<file path="config.mk">
export PLATFORM = sky130hd
export DESIGN_NAME = md5_result_collector
export DESIGN_NICKNAME = d
export VERILOG_FILES = /design/src/rtl/md5_result_collector.sv
export SDC_FILE = /design/constraint.sdc
export NUM_CORES = 2
export LEC_CHECK = 0
export CAP_MARGIN = 20
export CORE_MARGIN = 4
export CORE_UTILIZATION = 55
export CTS_BUF_LIST = sky130_fd_sc_hd__clkbuf_16
export DETAILED_ROUTE_END_ITERATION = 12
export GPL_TIMING_DRIVEN = 0
export PLACE_DENSITY = 0.74
export REMOVE_ABC_BUFFERS = 1
export SETUP_SLACK_MARGIN = 0.05
export SYNTH_ARGS = -nofsm -noshare
export SYNTH_HDL_FRONTEND = slang
export SYNTH_SLANG_ARGS = --single-unit
export TNS_END_PERCENT = 20
</file>
<file path="constraint.sdc">
create_clock -name clk -period 21.3 [get_ports clk]
set_input_delay 3.195 -clock clk [delete_from_list [all_inputs] [get_ports clk]]
set_output_delay 3.195 -clock clk [all_outputs]
set_load 0.005 [all_outputs]
</file>
<file path="src/rtl/md5_result_collector.sv">
// Buffers 512-bit MD5 match blocks in a small FIFO and streams each one out as
// sixteen 32-bit words (M[0] first) over valid/ready, with hit and drop bookkeeping.
module md5_result_collector #(
  parameter int FIFO_DEPTH = 4,
  parameter int BLOCK_W    = 512,
  parameter int WORD_W     = 32,
  parameter int CNT_W      = 16
) (
  input  logic                          clk,
  input  logic                          reset,
  input  logic                          clear,
  input  logic                          find_str,
  input  logic [BLOCK_W-1:0]            result_str,
  input  logic                          word_ready,
  output logic                          word_valid,
  output logic [WORD_W-1:0]             word_data,
  output logic                          word_last,
  output logic [$clog2(FIFO_DEPTH):0]   fifo_count,
  output logic                          busy,
  output logic [CNT_W-1:0]              hit_count,
  output logic                          overflow
);

  localparam int PTR_W = $clog2(FIFO_DEPTH);
  localparam int WORDS = BLOCK_W / WORD_W;
  localparam int IDX_W = $clog2(WORDS);
  localparam logic [PTR_W:0]   DEPTH_CNT = (PTR_W+1)'(FIFO_DEPTH);
  localparam logic [IDX_W-1:0] LAST_IDX  = IDX_W'(WORDS - 1);

  typedef enum logic {IDLE, SEND} state_t;

  state_t               state_reg, state_next;
  logic [BLOCK_W-1:0]   mem [FIFO_DEPTH];
  logic [PTR_W-1:0]     wr_ptr_reg, rd_ptr_reg;
  logic [PTR_W:0]       count_reg, count_next;
  logic [BLOCK_W-1:0]   shift_reg;
  logic [IDX_W-1:0]     idx_reg;
  logic [CNT_W-1:0]     hit_reg;
  logic                 overflow_reg;

  logic pop;
  logic push;
  logic handshake;
  logic sending;

  assign sending   = (state_reg == SEND);
  assign handshake = sending && word_ready;
  // A pop frees a slot at the same edge, so a full FIFO can still take a hit then.
  assign pop       = (state_reg == IDLE) && (count_reg != '0) && !clear;
  assign push      = find_str && !clear && ((count_reg < DEPTH_CNT) || pop);

  always_comb begin
    count_next = count_reg;
    case ({push, pop})
      2'b10:   count_next = count_reg + 1'b1;
      2'b01:   count_next = count_reg - 1'b1;
      default: count_next = count_reg;
    endcase
  end

  always_comb begin
    state_next = state_reg;
    if (clear) begin
      state_next = IDLE;
    end else begin
      case (state_reg)
        IDLE:    if (count_reg != '0) state_next = SEND;
        SEND:    if (handshake && idx_reg == LAST_IDX) state_next = IDLE;
        default: state_next = IDLE;
      endcase
    end
  end

  always_ff @(posedge clk or posedge reset) begin
    if (reset) begin
      state_reg <= IDLE;
    end else begin
      state_reg <= state_next;
    end
  end

  // Block storage carries no reset so it maps onto RAM; the read is registered
  // directly into the serializer shift register.
  always_ff @(posedge clk) begin
    if (push) begin
      mem[wr_ptr_reg] <= result_str;
    end
  end

  always_ff @(posedge clk or posedge reset) begin
    if (reset) begin
      wr_ptr_reg <= '0;
      rd_ptr_reg <= '0;
      count_reg  <= '0;
    end else if (clear) begin
      wr_ptr_reg <= '0;
      rd_ptr_reg <= '0;
      count_reg  <= '0;
    end else begin
      if (push) wr_ptr_reg <= wr_ptr_reg + 1'b1;
      if (pop)  rd_ptr_reg <= rd_ptr_reg + 1'b1;
      count_reg <= count_next;
    end
  end

  always_ff @(posedge clk or posedge reset) begin
    if (reset) begin
      shift_reg <= '0;
      idx_reg   <= '0;
    end else if (clear) begin
      shift_reg <= '0;
      idx_reg   <= '0;
    end else if (pop) begin
      shift_reg <= mem[rd_ptr_reg];
      idx_reg   <= '0;
    end else if (handshake) begin
      shift_reg <= shift_reg >> WORD_W;
      idx_reg   <= idx_reg + 1'b1;
    end
  end

  always_ff @(posedge clk or posedge reset) begin
    if (reset) begin
      hit_reg      <= '0;
      overflow_reg <= 1'b0;
    end else if (clear) begin
      hit_reg      <= '0;
      overflow_reg <= 1'b0;
    end else if (find_str) begin
      if (hit_reg != {CNT_W{1'b1}}) hit_reg <= hit_reg + 1'b1;
      if (!push) overflow_reg <= 1'b1;
    end
  end

  assign word_valid = sending;
  assign word_data  = sending ? shift_reg[WORD_W-1:0] : '0;
  assign word_last  = sending && (idx_reg == LAST_IDX);
  assign busy       = sending;
  assign fifo_count = count_reg;
  assign hit_count  = hit_reg;
  assign overflow   = overflow_reg;

endmodule

</file>
==> After elaboration in Yosys (flattened, before gate mapping) <==
Memories as Yosys holds them, arrays and structs flattened.
Index checks and enable logic that the tools add are counted.
{ "totals": {"memories": 1, "in_bits": 517, "word_cells": 65, "regBits": 541, "output_inout_bits": 55, "mem_bits_rw": 2048} }
{ "classes": {"mux": 25, "n_eq_ne": 5, "n_reduce_logical": 18, "bitwise_logic": 1, "n_addsub": 6, "order_cmp": 1} }
{ "mem_list": {"columns": ["name", "words", "width", "read_ports", "rd_clocked_by_memory_dff", "write_ports", "line_no", "text"], "rows": [
  ["mem", 4, 512, 1, 0, 1, "33", "logic [BLOCK_W-1:0] mem [FIFO_DEPTH];"]
]} }
{ "op_table": {"columns": ["cell", "count"], "rows": [
  ["$mux W512", 3],
  ["$mux W16", 3],
  ["$mux W32", 1],
  ["$add A16 B1 Y16 const B", 1],
  ["$ne A16 B16 Y1 const B", 1],
  ["$mux W4", 3],
  ["$reduce_bool A3 Y1", 3],
  ["$mux W1", 8],
  ["$mux W2", 4],
  ["$reduce_bool A2 Y1", 4],
  ["$logic_and A1 B1 Y1", 7],
  ["$pmux W3 S2", 1],
  ["$add A2 B1 Y2 const B", 2],
  ["$add A4 B1 Y4 const B", 1],
  ["$eq A4 B4 Y1 const B", 1],
  ["$reduce_and A2 Y1", 2],
  ["$add A3 B1 Y3 const B", 1],
  ["$lt A3 B3 Y1 const B", 1],
  ["$mux W3", 1],
  ["$sub A3 B1 Y3 const B", 1],
  ["$eq A2 B1 Y1 const B", 1],
  ["$eq A2 B2 Y1 const B", 1],
  ["$ne A2 B2 Y1 const B", 1],
  ["$pmux W1 S2", 1],
  ["3 further kinds", 3]
]} }

==> Depth between registers and ports, before layout <==
{ "depth": {"word_depth": 8, "depth_mapped": 9, "depth_no_buf": 7} }

==> Least setup slack after synthesis <==
Ideal clock, no wire load.
{ "synth_timing": {"path_kind": "input to register", "start": "in find_str", "end": "mem mem[0][0], enable pin", "arrival_ps": 15380, "cell_stages": 4, "required_time_ps": 20356, "setup_slack_ps": 4976, "setup_ps": 944, "n_path_buf": 1, "cell_sequence": "clkbuf_1 nand2_1 nor2_1 and2_1"} }
{ "synth_between": {"elab_chain_cells": 4} }
{ "synth_rtl": {"columns": ["item", "line_no", "text"], "rows": [
  ["start, declared", "12", "input logic find_str,"],
  ["$logic_and A1 B1 Y1 (2 in a row)", "50", "assign push = find_str && !clear && ((count_reg < DEPTH_CNT) || pop);"],
  ["$mux W1", "85", "if (push) begin"],
  ["$mux W1 (implied by the code)", "86", "mem[wr_ptr_reg] <= result_str;"],
  ["end, declared", "33", null]
]} }
Every way passes these cells.

==> Worst setup path after layout <==
{ "layout_timing": {"start": "in find_str", "end": "mem mem[3][40], enable pin"} }
The elaborated chain is that of the path after synthesis.

==> flow_metrics.tcl <==
set metrics [dict create \
    p_int_mw 10.2 \
    post_cts_resized 0 \
    peakVddDrop_mv 0.0970 \
    placed_area_um2 109000 \
    syn_area_um2 98600 \
    clk_pin_slew_ns 0.06 \
    async_reset_ff_share_pct 20.9 \
    max_stage_delay_ns 0.82 \
    power_density_nw_per_um2 119 \
    synth_edf_count 2048 \
    clock_skew_ns 0.0565 \
    min_path_type "flop to flop" \
    drtIter0Drc 3848 \
    r2r_slack_ns 17.33 \
    path_class "primary input to flop" \
    synth_largest_area_cell "edfxtp_1" \
    antenna_found_initial 107 \
    gp_congestion 0.736 \
    wl_mm 219 \
    grt_remaining_overflow 0 \
    ys.flop_type "edfxtp_1" \
    clk_latency_ns 0.91 \
    core_area_um2 178000 \
    place_hpwl_mm 134 \
    drc_errors 0 \
    die_w_um 431 \
    detail_route.wl_per_cell_um 26.1 \
    fill_cells 11600 \
    cp.arrival_ns 7.10 \
    design_area_um2 118000 \
    synth_area_leaders "edfxtp_1 62%, dfrtp_1 14%, mux4_2 12%" \
    largest_register_ff_count 2048 \
    nNetsFinal 6297 \
    yosys-top-cells-count "2048 x edfxtp_1, 541 x dfrtp_1, 512 x mux4_2" \
    post_cts_buffers 0 \
    fmax_ghz 0.153 \
    min_period_ns 6.56 \
    netlist.area_leader.share_pct 62.4 \
    drtPass1Iterations 5 \
    switching_share_pct 27.1 \
    top_layer "met5" \
    cts_tree "built" \
    area_growth_syn_to_layout_pct 19.5 \
    cp_common_cell "buf_16" \
    cp_top_family "buffers and inverters" \
    min_period_over_period_pct 30.8 \
    pwr-share-comb_pct 22.2 \
    cts-root-buf "clkbuf_16" \
    wl_met1_mm 85.0 \
    cp_cell_sequence "clkdlybuf4s50_1, nand2_1, nor2_1, and2_4, buf_16, buf_16, buf_16, buf_16, buf_16, buf_16" \
    grt_pass1_vias 52600 \
    hold_viol_final 0 \
    power_frac_clock_pct 31.8 \
    syn_inst 5081 \
    avgSynthCellArea_um2 19.4 \
    post-synth-top-count-cell "edfxtp_1" \
    pwr-share-seq_pct 46.0 \
    hold_buffers 0 \
    htreeDepth 5 \
    tightest_slew_ns 1.03 \
    grt_first_pass_wirelength_mm 334 \
    endpoint_kind "flop" \
    clock_sinks 2589 \
    die_h_um 431 \
    start_util_pct 55.2 \
    relSlewSlack_pct 31.4 \
    grt_util_all_layers_pct 23.8 \
    synth.distinct_cells 54 \
    slew_viol_final 0 \
    ios 572 \
    ys_ff_latch 2589 \
    post_drt_via_cell_ratio 5.94 \
    cts_buffers 278 \
    crit_buf_inv 7 \
    max-clock-path-buffers 4 \
    met3WireLength_mm 11.3 \
    ys.warnings.count 0 \
    place_ws_ns 13.79 \
    num_rows 155 \
    synth_seq_area_share_pct 76.1 \
    p_leak_nw 40.0 \
    crit_slowest_cell "clkdlybuf4s50_1" \
    crit_path_start_kind "primary input" \
    final-setup-viol-count 0 \
    port_buffers 571 \
    grt_max_degree 94 \
    ant_nets 0 \
    drive_above_1_share_pct 17.1 \
    total_power_mw 14.0 \
    setup_slack_ns 14.74 \
    vias 49900 \
    maxCapViolCount 0 \
    worst-path-max-fanout 50 \
    status "finished, final reports clean" \
    p_sw_mw 3.81 \
    rsz0062_at_grt "no" \
    met2_length_mm 113 \
    die-area_um2 186000 \
    crit_required_ns 21.85 \
]
layout by cell type (no fill, tap or decap), types with 6 or more instances in the layout:
| cell | synthesis | final |
|---|---|---|
| clkdlybuf4s50_1 | 0 | 570 |
| dfrtp_1 | 541 | 538 |
| clkinv_2 | 0 | 36 |
| inv_1 | 7 | 84 |
| nor2b_1 | 6 | 6 |
| clkbuf_16 | 0 | 285 |
| nand2_1 | 510 | 510 |
| a22o_1 | 18 | 18 |
| clkinv_1 | 0 | 51 |
| o21ai_0 | 266 | 266 |
| edfxtp_1 | 2048 | 2048 |
| buf_12 | 0 | 46 |
| mux4_2 | 512 | 512 |
| nand3_1 | 25 | 24 |
| nor2_1 | 18 | 16 |
| nor3_1 | 15 | 15 |
| and2_1 | 37 | 33 |
| bufinv_16 | 0 | 16 |
| o21ai_1 | 218 | 218 |
| buf_16 | 0 | 89 |
| a21oi_1 | 23 | 23 |
| ha_1 | 6 | 6 |
| diode_2 | 0 | 63 |
| mux2i_1 | 483 | 483 |
through the flow:
| step | util [%] | cells | TNS (ns) | hold slack, ns |
|---|---|---|---|---|
| floorplan | - | 4787 | -5217.43 | 0.442 |
| CTS | 65.9 | 8328 | 0 | 0.477 |
| finish | 66.0 | 8391 | 0 | 0.469 |
| global placement | 59.3 | 7713 | - | 0.455 |
| global route | 66.0 | 8377 | 0 | 0.500 |
| detailed placement | 61.2 | 7848 | 0 | 0.463 |
path summary, 6_finish.rpt:
path | from | end | depth (start not counted)
setup reg to reg | busy | mem[3][40] | 10
min in group asynchronous | reset | shift_reg[160] | 2
hold reg to reg | shift_reg[30] | shift_reg[30] | 2
hold / removal | shift_reg[30] | shift_reg[30] | 2
max in group asynchronous | reset | shift_reg[158] | 5
setup / recovery | find_str | mem[3][40] | 10
logic make-up after synthesis:
logic type | synth area share (%)
compound gates | 2.89
flops | 76.1
mux | 16.7
fa+ha+maj | 0.0965
simple gates | 2.65
buf+inv | 1.52
xor+xnor | 0.0533
power by group through the flow:
stage                     combinational [mW]  clock (mW)  sequential (mW)
after floorplan                         4.50           0             6.75
after global placement                  5.37           0             6.92
after detailed placement                3.15           0             6.56
after CTS                               3.18        4.56             6.46
after global routing                    3.38        4.78             6.52
final                                   3.12        4.46             6.46
worst register-to-register path, cell delays in order (launching register included):
cell and delay, ns:
dfrtp_4 0.56, nand2_1 0.10, nand2_1 0.08, nor2_1 0.34, and2_4 0.57, buf_16 0.34, buf_16 0.33, buf_16 0.35
buf_16 0.34, buf_16 0.31, buf_16 0.30
final cells by class:
type / instances / area [um2] / area share, %
Timing Repair Buffer: 706 / 9080 / 7.71
Inverter: 7 / 33.8 / 0.0287
Multi-Input combinational cell: 2191 / 22100 / 18.8
Tap cell: 2355 / 2950 / 2.50
Clock buffer: 285 / 7130 / 6.06
Antenna cell: 63 / 158 / 0.134
Clock inverter: 195 / 1280 / 1.09
Sequential cell: 2589 / 75000 / 63.7
per-layer routing:
metal,vias to the layer above,GRT usage (%)
li1,21600,-
met1,26200,31.3
met5,-,0
met4,18,11.4
met2,1535,39.3
met3,519,3.96
(Power assumes the default switching activity.)
